File: src/rtl/occupancy_band_ctrl.sv
// Occupancy counter with four-band bulb/temperature classification and a saturating energy total.
// Build option: define OCC_BAND_HOLD_EN to debounce band changes for HOLD_CYCLES (red is never delayed).
module occupancy_band_ctrl #(
    parameter int CNT_W       = 4,
    parameter int ENERGY_W    = 8,
    parameter int HOLD_CYCLES = 4
) (
    input  logic                clk,
    input  logic                reset,
    input  logic                inc_enable,
    input  logic                dec_enable,
    input  logic [CNT_W-1:0]    max_value,
    input  logic                tick,
    input  logic                bill_clear,
    output logic [CNT_W-1:0]    count,
    output logic [1:0]          bulbs,
    output logic [4:0]          temperature,
    output logic [ENERGY_W-1:0] energy,
    output logic                full,
    output logic                empty,
    output logic                overflow_evt,
    output logic                underflow_evt
);

    typedef enum logic [1:0] {
        BAND_GREEN  = 2'b00,
        BAND_BLUE   = 2'b01,
        BAND_YELLOW = 2'b10,
        BAND_RED    = 2'b11
    } band_t;

    localparam int BW = CNT_W + 2;

    generate
        if (HOLD_CYCLES < 1 || HOLD_CYCLES > 255) begin : g_hold_range
            $error("HOLD_CYCLES must be in 1..255");
        end
    endgenerate

    function automatic logic [4:0] band_temp(input logic [1:0] band);
        case (band)
            2'b00:   band_temp = 5'd28;
            2'b01:   band_temp = 5'd24;
            2'b10:   band_temp = 5'd20;
            default: band_temp = 5'd16;
        endcase
    endfunction

    logic [BW-1:0]     count_x4;
    logic [BW-1:0]     max_x1;
    logic [BW-1:0]     max_x2;
    band_t             raw_band;
    logic [ENERGY_W:0] energy_sum;

    assign full  = (count == max_value);
    assign empty = (count == '0);

    // Quarter/half thresholds compared as 4*count against max and 2*max, avoiding a divider.
    always_comb begin
        count_x4 = {count, 2'b00};
        max_x1   = {2'b00, max_value};
        max_x2   = {1'b0, max_value, 1'b0};
        if (count == max_value)
            raw_band = BAND_RED;
        else if (count_x4 <= max_x1)
            raw_band = BAND_GREEN;
        else if (count_x4 <= max_x2)
            raw_band = BAND_BLUE;
        else
            raw_band = BAND_YELLOW;
    end

    always_ff @(posedge clk) begin
        if (reset) begin
            count         <= '0;
            overflow_evt  <= 1'b0;
            underflow_evt <= 1'b0;
        end else begin
            overflow_evt  <= 1'b0;
            underflow_evt <= 1'b0;
            if (count > max_value) begin
                count <= max_value;
            end else if (inc_enable && dec_enable) begin
                count <= count;
            end else if (inc_enable) begin
                if (count < max_value)
                    count <= count + 1'b1;
                else
                    overflow_evt <= 1'b1;
            end else if (dec_enable) begin
                if (count != '0)
                    count <= count - 1'b1;
                else
                    underflow_evt <= 1'b1;
            end
        end
    end

    assign energy_sum = {1'b0, energy} + {{(ENERGY_W-1){1'b0}}, bulbs};

    always_ff @(posedge clk) begin
        if (reset || bill_clear)
            energy <= '0;
        else if (tick)
            energy <= energy_sum[ENERGY_W] ? {ENERGY_W{1'b1}} : energy_sum[ENERGY_W-1:0];
    end

`ifdef OCC_BAND_HOLD_EN
    logic [1:0] cand;
    logic [7:0] hold_cnt;
    logic [8:0] hold_next;

    // A run restarts at 1 whenever the candidate changes or the counter was idle.
    always_comb begin
        if (raw_band == cand && hold_cnt != 8'd0)
            hold_next = {1'b0, hold_cnt} + 9'd1;
        else
            hold_next = 9'd1;
    end

    always_ff @(posedge clk) begin
        if (reset) begin
            bulbs       <= BAND_GREEN;
            temperature <= 5'd28;
            cand        <= BAND_GREEN;
            hold_cnt    <= 8'd0;
        end else if (raw_band == BAND_RED) begin
            bulbs       <= BAND_RED;
            temperature <= 5'd16;
            cand        <= BAND_RED;
            hold_cnt    <= 8'd0;
        end else if (raw_band == bulbs) begin
            hold_cnt    <= 8'd0;
        end else if (hold_next >= 9'(HOLD_CYCLES)) begin
            bulbs       <= raw_band;
            temperature <= band_temp(raw_band);
            cand        <= raw_band;
            hold_cnt    <= 8'd0;
        end else begin
            cand        <= raw_band;
            hold_cnt    <= hold_next[7:0];
        end
    end
`else
    always_ff @(posedge clk) begin
        if (reset) begin
            bulbs       <= BAND_GREEN;
            temperature <= 5'd28;
        end else begin
            bulbs       <= raw_band;
            temperature <= band_temp(raw_band);
        end
    end
`endif

endmodule

File: config.mk
export PLATFORM = sky130hd
export DESIGN_NAME = occupancy_band_ctrl
export DESIGN_NICKNAME = d
export VERILOG_FILES = /design/src/rtl/occupancy_band_ctrl.sv
export SDC_FILE = /design/constraint.sdc
export NUM_CORES = 1
export LEC_CHECK = 0
export CAP_MARGIN = 20
export CORE_MARGIN = 5
export CORE_UTILIZATION = 51
export DETAILED_ROUTE_END_ITERATION = 16
export PLACE_DENSITY = 0.89
export SLEW_MARGIN = 10
export SYNTH_ARGS = -nofsm -noshare
export SYNTH_HDL_FRONTEND = slang
export SYNTH_SLANG_ARGS = --single-unit
File: constraint.sdc
create_clock -name clk -period 6.5 [get_ports clk]
set_clock_uncertainty 0.1 [all_clocks]
set_input_delay 1.3 -clock clk [delete_from_list [all_inputs] [get_ports clk]]
set_output_delay 1.3 -clock clk [all_outputs]
set_load 0.02 [all_outputs]
==> results.json <==
{
  "grt.total_usage_pct": 17.48,
  "die_area_um2": 3366,
  "arrival_ns": 3.29,
  "synth_ff_type": "dfxtp_1",
  "viasPerCell": 5.481,
  "place_area_um2": 1475,
  "firstDrtPassIters": 4,
  "grt_first_pass_wirelength_um": 4581,
  "cts_made_buffers": 3,
  "grt_max_degree": 13,
  "path_buf_inv": 4,
  "start_util_pct": 53.17,
  "crit_path_cell_trace": "clkdlybuf4s50_1 > inv_1 > ha_1 > nand4_1 > inv_1 > clkdlybuf4s50_1",
  "hold_path_depth": 2,
  "synthArstFlopShare_pct": 0,
  "fmax_ghz": 0.2134,
  "hold_viol": 0,
  "hold_class": "reg2reg",
  "cts_max_level": 1,
  "hold_end": "energy[6]$_SDFFE_PP0P_",
  "worst_slack_ns": 1.814,
  "numPortBuffers": 29,
  "die_x_um": 58.02,
  "cp-start-kind": "input pin",
  "rsz0062_at_grt": "false",
  "seq_area_frac_synth_pct": 30.64,
  "setup_tns_ns": 0,
  "synth_top_area_share_pct": 30.64,
  "wl_met2_um": 1486,
  "yosysWarningCount": 0,
  "hold_buffers": 0,
  "multi_input_area_um2": 743.2,
  "cts_sinks": 18,
  "ys_ff_latch": 18,
  "yosysTopAreaCell": "dfxtp_1",
  "insertion_delay_ns": 0.30,
  "status": "completed",
  "final_max_slew_viol_count": 0,
  "crit_family": "buffers and inverters",
  "ff2ff_path_depth": 6,
  "crit_fanout": 7,
  "rr_startpoint": "count[1]$_SDFFE_PP0P_",
  "postCtsSetupRepairBufs": 0,
  "area_growth_pct": 28.51,
  "drtIter0Drc": 22,
  "criticalPathCategory": "in2out",
  "met3_length_um": 129,
  "cts_root_buf": "clkbuf_4",
  "setup_violations": 0,
  "layout-drive-gt1-share_pct": 8.805,
  "min_period_ns": 4.686,
  "fin_nets": 185,
  "fillCellCount": 186,
  "r2r_end": "count[3]$_SDFFE_PP0P_",
  "synth_edf_count": 0,
  "cts.repair.resized": 0,
  "grt_pass1_vias": 1056,
  "clk_path_buf_depth": 2,
  "rrSetupSlack_ns": 4.25,
  "gp_congestion": 0.8564,
  "antenna_left": 0,
  "synth_cells": 130,
  "synth_area_um2": 1176,
  "insertedDiodeCount": 0,
  "crit_required_ns": 5.10,
  "hold_start": "energy[6]$_SDFFE_PP0P_",
  "fin_crit_sh_pct": 72.09,
  "max_cap_viol_count": 0,
  "clk_pin_slew_ns": 0.11,
  "io_pins": 33,
  "power_leakage_nw": 0.6374,
  "die_y_um": 58.02,
  "synth_cell_types": 43,
  "finalInstanceArea_um2": 1511,
  "antenna_found_initial": 0,
  "synth_top_cells_by_area": "dfxtp_1 (31%), ha_1 (14%), a21oi_1 (6.0%)",
  "wl_met1_um": 1080,
  "yosysMostFrequentCell": "dfxtp_1",
  "slowest_delay_ns": 0.63,
  "hpwl_um": 2273,
  "wirelength_um": 2744,
  "highest_layer": "met4",
  "num_rows": 17,
  "layout.area.seq_um2": 360.3,
  "via_count": 1025,
  "cts_tree": "built",
  "ir_drop_v": 0.0002937,
  "core_area_um2": 2212,
  "grt-ovfl-total": 0,
  "p_per_area_nw_per_um2": 372.2,
  "pre_cts_ws_ns": 1.850,
  "netlist_top_cells_count": "dfxtp_1 (18), a21oi_1 (14), ha_1 (13)",
  "crit_slowest_cell": "clkdlybuf4s50_1",
  "syn_avg_cell_area_um2": 9.047,
  "wl_per_cell_um": 14.67,
  "cp-end-kind": "primary output",
  "drc": 0
}
[cell type report]
class                      count  area share [%]
timing repair buffer          29           19.21
inverter                      12           3.063
tap                           28           2.318
clock buffer                   4           2.401
multi-input combinational     96           49.17
sequential                    18           23.84
[report_power, final]
group | total (mW) | internal [mW] | switching [mW]
sequential | 0.165 | 0.135 | 0.0303
clock | 0.0701 | 0.0341 | 0.0360
combinational | 0.327 | 0.154 | 0.173
total | 0.563 | 0.324 | 0.239
[registers in the layout, summed over array words and instances, names as in the netlist]
signal         cells
temperature        2
count              4
energy             8
underflow_evt      1
bulbs              2
overflow_evt       1
[layout by cell type (no fill, tap or decap), types with 4 or more instances in the layout]
master           Yosys  final
clkdlybuf4s50_1      0     29
a21o_1               4      4
o21ai_0              5      5
nand2_1              5      5
xnor2_1              4      4
nor2_1               6      6
ha_1                13     13
dfxtp_1             18     18
inv_1               10     10
nand3_1              5      5
a21oi_1             14     14
[routing by layer]
layer / vias to the layer above / GRT usage, %
met4: 0 / 10.26
met5: - / 0
met3: 6 / 3.563
met1: 478 / 18.51
li1: 514 / -
met2: 27 / 31.61
[worst max path at each step]
stage	slack, ns	cells after the start	startpoint	end
6_report	1.81	6	max_value[3]	full
3_3_place_gp	1.91	6	max_value[3]	full
2_1_floorplan	3.00	4	max_value[3]	full
4_1_cts	1.84	6	max_value[3]	full
3_5_place_dp	1.85	6	max_value[3]	full
5_1_grt	1.67	6	max_value[3]	full
[worst register-to-register path: stages (launching register included)]
cell and delay, ns:
dfxtp_1 0.50, ha_1 0.31, nor2b_1 0.14, o211a_1 0.30, o31ai_2 0.48, nor2_1 0.09
a311oi_1 0.25
[cells by family (layout without fill, tap and decap cells)]
group | count (synthesis) | in the layout | share of synthesized area [%]
AOI/OAI and AO/OA | 34 | 34 | 20.43
xor gates and xnor gates | 7 | 7 | 5.213
adders and majority gates | 15 | 15 | 17.23
buffers and inverters | 17 | 45 | 6.488
DFF | 18 | 18 | 30.64
muxes | 3 | 3 | 2.553
other | 2 | 3 | 0.6385
and+or+nand+nor | 34 | 34 | 16.81
[stage by stage]
stage | util [%] | hold WS, ns | instances | power, mW
2_1_floorplan | - | 0.4846 | 131 | 0.3771
3_3_place_gp | 66.69 | 0.4177 | 183 | 0.4765
3_5_place_dp | 66.69 | 0.4246 | 183 | 0.4937
4_1_cts | 68.33 | 0.4387 | 187 | 0.5640
5_1_grt | 68.33 | 0.4560 | 187 | 0.6022
6_report | 68.33 | 0.4425 | 187 | 0.5626
(Power assumes the default switching activity.)
